<file path="config.mk">
export PLATFORM = sky130hd
export DESIGN_NAME = spi_slave
export DESIGN_NICKNAME = d
export VERILOG_FILES = /design/src/rtl/spi_defs.sv /design/src/rtl/spi_sync_edge.sv /design/src/rtl/spi_slave.sv
export SDC_FILE = /design/constraint.sdc
export NUM_CORES = 1
export LEC_CHECK = 0
export CORE_AREA = 2 2 88 90
export CTS_CLUSTER_SIZE = 8
export DETAILED_ROUTE_END_ITERATION = 10
export DIE_AREA = 0 0 90 92
export PLACE_DENSITY_LB_ADDON = 0.15
export RECOVER_POWER = 100
export SETUP_SLACK_MARGIN = 0.05
export SYNTH_ARGS = -nofsm -noshare
export SYNTH_HDL_FRONTEND = slang
export SYNTH_SLANG_ARGS = --single-unit
</file>
<file path="constraint.sdc">
create_clock -name clk -period 3.72 [get_ports clk]
set_clock_uncertainty 0.2 [all_clocks]
set_input_delay 0.93 -clock clk [delete_from_list [all_inputs] [get_ports clk]]
set_output_delay 0.93 -clock clk [all_outputs]
set_load 0.01 [all_outputs]
</file>
<file path="src/rtl/spi_defs.sv">
// Shared SPI definitions used by both the SPI master and the SPI slave.
//   - rco status bit positions
//   - SPI mode encoding {cpol,cpha}
//   - frame width and the bit counter sized to it
package spi_defs;

  localparam int RCO_BUSY = 0;
  localparam int RCO_DONE = 1;
  localparam int RCO_OVR  = 2;

  localparam int FRAME_W = 8;
  localparam int CNT_W   = $clog2(FRAME_W);
  localparam logic [CNT_W-1:0] CNT_MAX = CNT_W'(FRAME_W - 1);

  typedef enum logic [1:0] {
    SPI_MODE0 = 2'b00,
    SPI_MODE1 = 2'b01,
    SPI_MODE2 = 2'b10,
    SPI_MODE3 = 2'b11
  } spi_mode_e;

  typedef enum logic {
    ST_IDLE   = 1'b0,
    ST_ACTIVE = 1'b1
  } spi_slv_state_e;

endpackage

</file>
<file path="src/rtl/spi_sync_edge.sv">
// N-stage synchronizer for one asynchronous pin, with rise/fall pulses
// derived from the synchronized value.
//   clk, rst  : core clock, synchronous active-high reset
//   d         : asynchronous input pin
//   q         : synchronized level
//   rise/fall : one-cycle pulses when q changes
module spi_sync_edge #(
  parameter int   N       = 2,
  parameter logic RST_VAL = 1'b0
) (
  input  logic clk,
  input  logic rst,
  input  logic d,
  output logic q,
  output logic rise,
  output logic fall
);

  logic [N-1:0] sync_q, sync_d;
  logic         prev_q, prev_d;

  always_comb begin
    sync_d = {sync_q[N-2:0], d};
    prev_d = sync_q[N-1];
  end

  always_ff @(posedge clk) begin
    if (rst) begin
      sync_q <= {N{RST_VAL}};
      prev_q <= RST_VAL;
    end else begin
      sync_q <= sync_d;
      prev_q <= prev_d;
    end
  end

  assign q    = sync_q[N-1];
  assign rise = q & ~prev_q;
  assign fall = ~q & prev_q;

endmodule

</file>
<file path="src/rtl/spi_slave.sv">
// SPI slave: oversamples sck/ss/mosi on clk, assembles 8-bit frames and
// drives miso from a core-loaded transmit buffer. All four CPOL/CPHA modes,
// MSB- or LSB-first.
//   turnon           : 0 holds the block idle and clears state/flags
//   cpol/cpha/order  : SPI mode, order 1 = LSB first
//   din/load         : load strobe captures din[7:0] into tx_buf
//   rd               : core read strobe, clears done/ovr
//   sck/ss/mosi/miso : SPI pins
//   rco              : {29'h0, ovr, done, busy}
//   dat              : {24'h0, rx}
module spi_slave
  import spi_defs::*;
#(
  parameter int SYNC_STAGES = 2
) (
  input  logic        clk,
  input  logic        rst,
  input  logic        turnon,
  input  logic        cpol,
  input  logic        cpha,
  input  logic        order,
  input  logic [31:0] din,
  input  logic        load,
  input  logic        rd,
  input  logic        sck,
  input  logic        ss,
  input  logic        mosi,
  output logic        miso,
  output logic [31:0] rco,
  output logic [31:0] dat
);

  logic sck_s, sck_rise, sck_fall;
  logic ss_s, ss_unused_rise, ss_fall;
  logic mosi_s, mosi_unused_rise, mosi_unused_fall;
  logic [23:0] din_unused;
  assign din_unused = din[31:8];

  spi_sync_edge #(.N(SYNC_STAGES), .RST_VAL(1'b0)) u_sck (
    .clk(clk), .rst(rst), .d(sck), .q(sck_s), .rise(sck_rise), .fall(sck_fall));
  spi_sync_edge #(.N(SYNC_STAGES), .RST_VAL(1'b1)) u_ss (
    .clk(clk), .rst(rst), .d(ss), .q(ss_s), .rise(ss_unused_rise), .fall(ss_fall));
  spi_sync_edge #(.N(SYNC_STAGES), .RST_VAL(1'b0)) u_mosi (
    .clk(clk), .rst(rst), .d(mosi), .q(mosi_s), .rise(mosi_unused_rise),
    .fall(mosi_unused_fall));

  spi_slv_state_e   state_q, state_d;
  logic [CNT_W-1:0] rx_cnt_q, rx_cnt_d, p_q, p_d, rx_idx;
  logic [FRAME_W-1:0] rx_shift_q, rx_shift_d, rx_q, rx_d;
  logic [FRAME_W-1:0] tx_buf_q, tx_buf_d, tx_cur_q, tx_cur_d;
  logic done_q, done_d, ovr_q, ovr_d;
  logic lead, trail, samp, shft;

  // Leading edge leaves the idle level cpol, trailing edge returns to it.
  assign lead  = cpol ? sck_fall : sck_rise;
  assign trail = cpol ? sck_rise : sck_fall;
  assign samp  = cpha ? trail : lead;
  assign shft  = cpha ? lead  : trail;
  assign rx_idx = order ? rx_cnt_q : CNT_MAX - rx_cnt_q;

  always_comb begin
    state_d    = state_q;
    rx_cnt_d   = rx_cnt_q;
    p_d        = p_q;
    rx_shift_d = rx_shift_q;
    rx_d       = rx_q;
    tx_buf_d   = load ? din[FRAME_W-1:0] : tx_buf_q;
    tx_cur_d   = tx_cur_q;
    done_d     = done_q;
    ovr_d      = ovr_q;

    if (rd) begin
      done_d = 1'b0;
      ovr_d  = 1'b0;
    end

    case (state_q)
      ST_IDLE: begin
        if (ss_fall && turnon) begin
          state_d  = ST_ACTIVE;
          rx_cnt_d = '0;
          p_d      = '0;
          tx_cur_d = tx_buf_q;
        end
      end
      ST_ACTIVE: begin
        if (ss_s) begin
          // Partial byte is dropped; done stays as it was.
          state_d  = ST_IDLE;
          rx_cnt_d = '0;
        end else if (samp) begin
          rx_shift_d[rx_idx] = mosi_s;
          rx_cnt_d = rx_cnt_q + 1'b1;
          if (rx_cnt_q == CNT_MAX) begin
            rx_d   = rx_shift_d;
            done_d = 1'b1;
            // A read landing on the completion cycle leaves ovr untouched.
            ovr_d  = (done_q && !rd) ? 1'b1 : ovr_q;
          end
        end else if (shft) begin
          p_d = rx_cnt_q;
          if (rx_cnt_q == '0) tx_cur_d = tx_buf_q;
        end
      end
      default: state_d = ST_IDLE;
    endcase

    if (!turnon) begin
      state_d  = ST_IDLE;
      rx_cnt_d = '0;
      p_d      = '0;
      done_d   = 1'b0;
      ovr_d    = 1'b0;
    end
  end

  always_ff @(posedge clk) begin
    if (rst) begin
      state_q    <= ST_IDLE;
      rx_cnt_q   <= '0;
      p_q        <= '0;
      rx_shift_q <= '0;
      rx_q       <= '0;
      tx_buf_q   <= 8'hFF;
      tx_cur_q   <= 8'hFF;
      done_q     <= 1'b0;
      ovr_q      <= 1'b0;
    end else begin
      state_q    <= state_d;
      rx_cnt_q   <= rx_cnt_d;
      p_q        <= p_d;
      rx_shift_q <= rx_shift_d;
      rx_q       <= rx_d;
      tx_buf_q   <= tx_buf_d;
      tx_cur_q   <= tx_cur_d;
      done_q     <= done_d;
      ovr_q      <= ovr_d;
    end
  end

  always_comb begin
    miso = 1'b1;
    if (state_q == ST_ACTIVE) miso = tx_cur_q[order ? p_q : CNT_MAX - p_q];
    rco = '0;
    rco[RCO_BUSY] = (state_q == ST_ACTIVE);
    rco[RCO_DONE] = done_q;
    rco[RCO_OVR]  = ovr_q;
    dat = {24'h0, rx_q};
  end

endmodule

</file>
==> run summary <==
The critical path is of the primary input to primary output type. The path with the worst hold slack has its endpoint at u_ss.sync_q[1]. The number of vias per cell after detailed routing was 4.70; the number of antenna violations at the first check in global routing was 0. The number of cells on the worst hold path is 1. Each instance of the synthesized netlist takes up on average 8.26 um2. In the routed design, unresolved DRC markers number 0. Startpoint of the worst setup timing path: order. The tools report the slack of the worst reg-to-reg path as 1.06 ns. The core region is 7450 um2.

The tools report the combinational fraction of design power as 10.3%. Critical hold path startpoint: u_ss.sync_q[0]. The run gives 33 as the largest net degree at the start of global routing. Measured against its own limit, the worst slew margin works out to 6.75%. The actual slew at the worst max-slew pin is 1.40 ns, and the post-route worst setup slack is 0.159 ns. The height of the die was 92 um; the maximum number of buffers from clock root to sink was 2. The top cell type's share of synthesized area came out at 34.0%.

The run finished with clean final reports. At the later pin of the worst-skew pair, clock insertion delay measures 0.30 ns. The endpoint identified for the worst register-to-register timing path is rx_q[3]. VDD sags by at most 0.171 mV.

Leaving out fill and tap cells, the most frequent cells in the layout are conb_1 (53), dfxtp_1 (49), a21oi_1 (31). The die covers 8280 um2. The first global-routing pass estimated 8.65 mm of wire. 108 I/O pins were placed.

The sequential share of power was 57.4%. The logs give 707 uW for the cell-internal power and 0 for the max-capacitance violation count. The tools report the weighted congestion reported at the end of routability-driven placement as 0.812. The most area-hungry cell type in the Yosys netlist was dfxtp_1.

The total of warnings raised by yosys is 0. Shortest period the worst path allows: 3.56 ns. In this run, placement finished with an instance count of 462.

At the placement stage, the worst setup path has a slack of -0.446 ns. The number of synthesized flops with an enable pin was 0; the total routing usage reported by global routing was 12.6%. Power spread over the standard cell area amounts to 307 nW/um2.

After technology mapping, the gate count stands at 349. The logs give 32.3% for the power share of the clock group and 0 for the number of max-slew violations in the final report. The number of input and output port buffers inserted is 30. The final number of setup-violating endpoints was 0; the combined flip-flop and latch cell area was 981 um2. The library cell used most frequently in the layout, excluding fill and tap cells, is conb_1.

The startpoint identified for the worst register-to-register timing path is rx_cnt_q[2]. The tools report the total iterations of the first detailed-routing run as 4. The TritonCTS sink count is 49, and the layout overhead on the synthesized area is 6.42%.

At the worst endpoint, the arrival time is 2.43 ns. In this run, CTS created clock tree buffers numbering 5. In the final layout, the multi-input gates occupy 1520 um2. The dominant register cell in the synthesized netlist is dfxtp_1. Counting distinct cell types in the post-synthesis netlist gives 60. For this run, asynchronously set or reset flops after synthesis account for 0%. The synthesized design contains 49 register bits. TritonCTS built the clock tree. After synthesis, flip-flops and latches occupy 34.0% of the total area. The worst hold path belongs to the class register to register.

The number of antenna diodes in the final layout is 0. Derived from the worst setup path, the maximum achievable clock frequency is 281 MHz. Root cell of the clock tree: clkbuf_8. For the initial core utilization, the log shows 38.7%. The tools report the number of global-route vias before repair as 1870. Measured in cells, the most critical reg-to-reg path has a length of 5. In the final design database the tool counted 413 nets. After synthesis, the cell types taking the most area are dfxtp_1 (34%), buf_4 (15%), a21oi_1 (5.4%), nor2_1 (3.8%), nor2b_1 (3.7%). After clock tree synthesis, the clock-pin slew on the worst setup and hold paths is 0.08 ns. Setup repair after global routing left no endpoint under its margin.

Data on the critical path is required at its endpoint by 2.59 ns. The number of hold-slack violations in the final timing report was 0. The share of the cycle needed by the critical path after routing is 95.7%, and the total via count after detailed routing is 2208. Counting the fill cells in the layout gives 802. The largest fanout on the critical path is 3. After detailed routing, the total wire length is 5.22 mm. Dividing the detail-routed wire length by the instance count gives 11.1 um. The tools report the number of H-tree levels as 2. The fraction of power spent switching nets works out to 25.0%. STA classifies the critical path startpoint as a primary input. The analysis attributes to cell leakage a power of 1.14 nW.

In this run the cell area of the synthesized design comes to 2880 um2. The width of the die was 90 um. STA classifies the critical path endpoint as a primary output. The detailed-placement wirelength estimate is 3.66 mm, and the row count is 32. For this run the aggregate overflow at the end of global routing stands at 0. The detailed router finished its first iteration with 94 violations. The post-route netlist has 5.43% of its cells at a drive strength greater than 1. The count of nets left with antenna violations once routing finished came out at 0. The reported net switching power was 236 uW; the number of standard cells in the final layout excluding fillers was 470.
## timing repair
action | in CTS | in global routing
endpoints found under the setup margin | 1 | 0
setup buffers | 0 | 0
hold buffers | 0 | 0
resized for setup | 9 | 0
## logic make-up (layout without fill, tap and decap cells)
kind of cell | count (synthesis) | in the layout | synth area share, %
multiplexers | 3 | 3 | 1.08
AO/OA/AOI/OAI | 83 | 83 | 19.3
other | 1 | 53 | 0.130
buffers and inverters | 84 | 51 | 20.3
XOR/XNOR | 2 | 2 | 0.607
adder cells (fa/ha/maj) | 3 | 3 | 1.30
AND/OR/NAND/NOR | 124 | 124 | 23.3
flip-flops | 49 | 49 | 34.0
## per-stage QoR
step                      utilization, %  TNS (ns)  instance area, um2  power, mW  hold WS (ns)
after CTS                           41.5         0                3090      0.960         0.220
after floorplan                        -         0                3080      0.663         0.189
after detailed placement            40.2    -0.446                3000      0.651         0.199
final                               41.2         0                3070      0.943         0.216
after global routing                41.2         0                3070      0.988         0.226
after global placement              40.2    -0.435                3000      0.650         0.191
## layout make-up
cell class              count  area share [%]
multi-input cells         268            49.4
flip-flops and latches     49            32.0
repair buffers             37            11.1
well taps                 102            4.16
clock buffers               8            2.61
inverters                   6           0.734
## registers in the layout, summed over array words and instances (netlist names), 2 cells and up
name	cells
tx_buf_q	8
rx_q	8
p_q	3
tx_cur_q	8
rx_shift_q	8
u_ss.sync_q	2
u_mosi.sync_q	2
u_sck.sync_q	2
rx_cnt_q	3
## power by group through the flow
stage / Combinational, mW / Sequential [mW] / Clock, mW
floorplan: 0.112 / 0.552 / 0
global placement: 0.0964 / 0.553 / 0
detailed placement: 0.0970 / 0.554 / 0
CTS: 0.0984 / 0.541 / 0.320
global route: 0.108 / 0.543 / 0.337
finish: 0.0971 / 0.541 / 0.305
## synthesized netlist by cell type (all sizes together), types with 2 or more instances
| master | number |
|---|---|
| o221ai | 2 |
| nor3b | 2 |
| buf | 66 |
| nor2 | 29 |
| a32o | 2 |
| a211oi | 8 |
| or2 | 5 |
| or3 | 9 |
| and3 | 2 |
| ha | 3 |
| o31ai | 2 |
| a31oi | 7 |
| mux2i | 2 |
| nand3b | 2 |
| a21oi | 31 |
| clkbuf | 11 |
| o21ai | 8 |
| a211o | 8 |
| nor3 | 14 |
| o311ai | 2 |
| nor2b | 17 |
| o22ai | 2 |
| dfxtp | 49 |
| nand3 | 8 |
| nand4 | 2 |
| nand2b | 12 |
| inv | 5 |
| nand2 | 15 |
| a311oi | 3 |
## metal layers
metal  share of wire (%)  GRT usage [%]  up-vias  wire, um
met5                   0              0        -         0
met4                 1.5           5.00        0        76
met3                 3.8           2.47        8       198
met2                  48           22.0       48      2480
met1                  47           15.1     1002      2460
li1                    -              -     1150         -
## critical path, cell delays in order
cell             delay, ns
dlygate4sd2_1         0.27
or2_4                 0.25
o22a_1                0.17
o21ai_1               0.14
a21oi_1               0.07
or3_1                 0.36
clkdlybuf4s15_2       0.23
## worst max path at each step
stage | endpoint | slack (ns) | cells past startpoint
floorplan | miso | 0.41 | 7
global placement | miso | -0.43 | 7
detailed placement | miso | -0.45 | 6
CTS | miso | 0.15 | 7
global route | ovr_q | 0.06 | 7
finish | miso | 0.16 | 7
No activity file was read; power rests on OpenSTA's default activity.
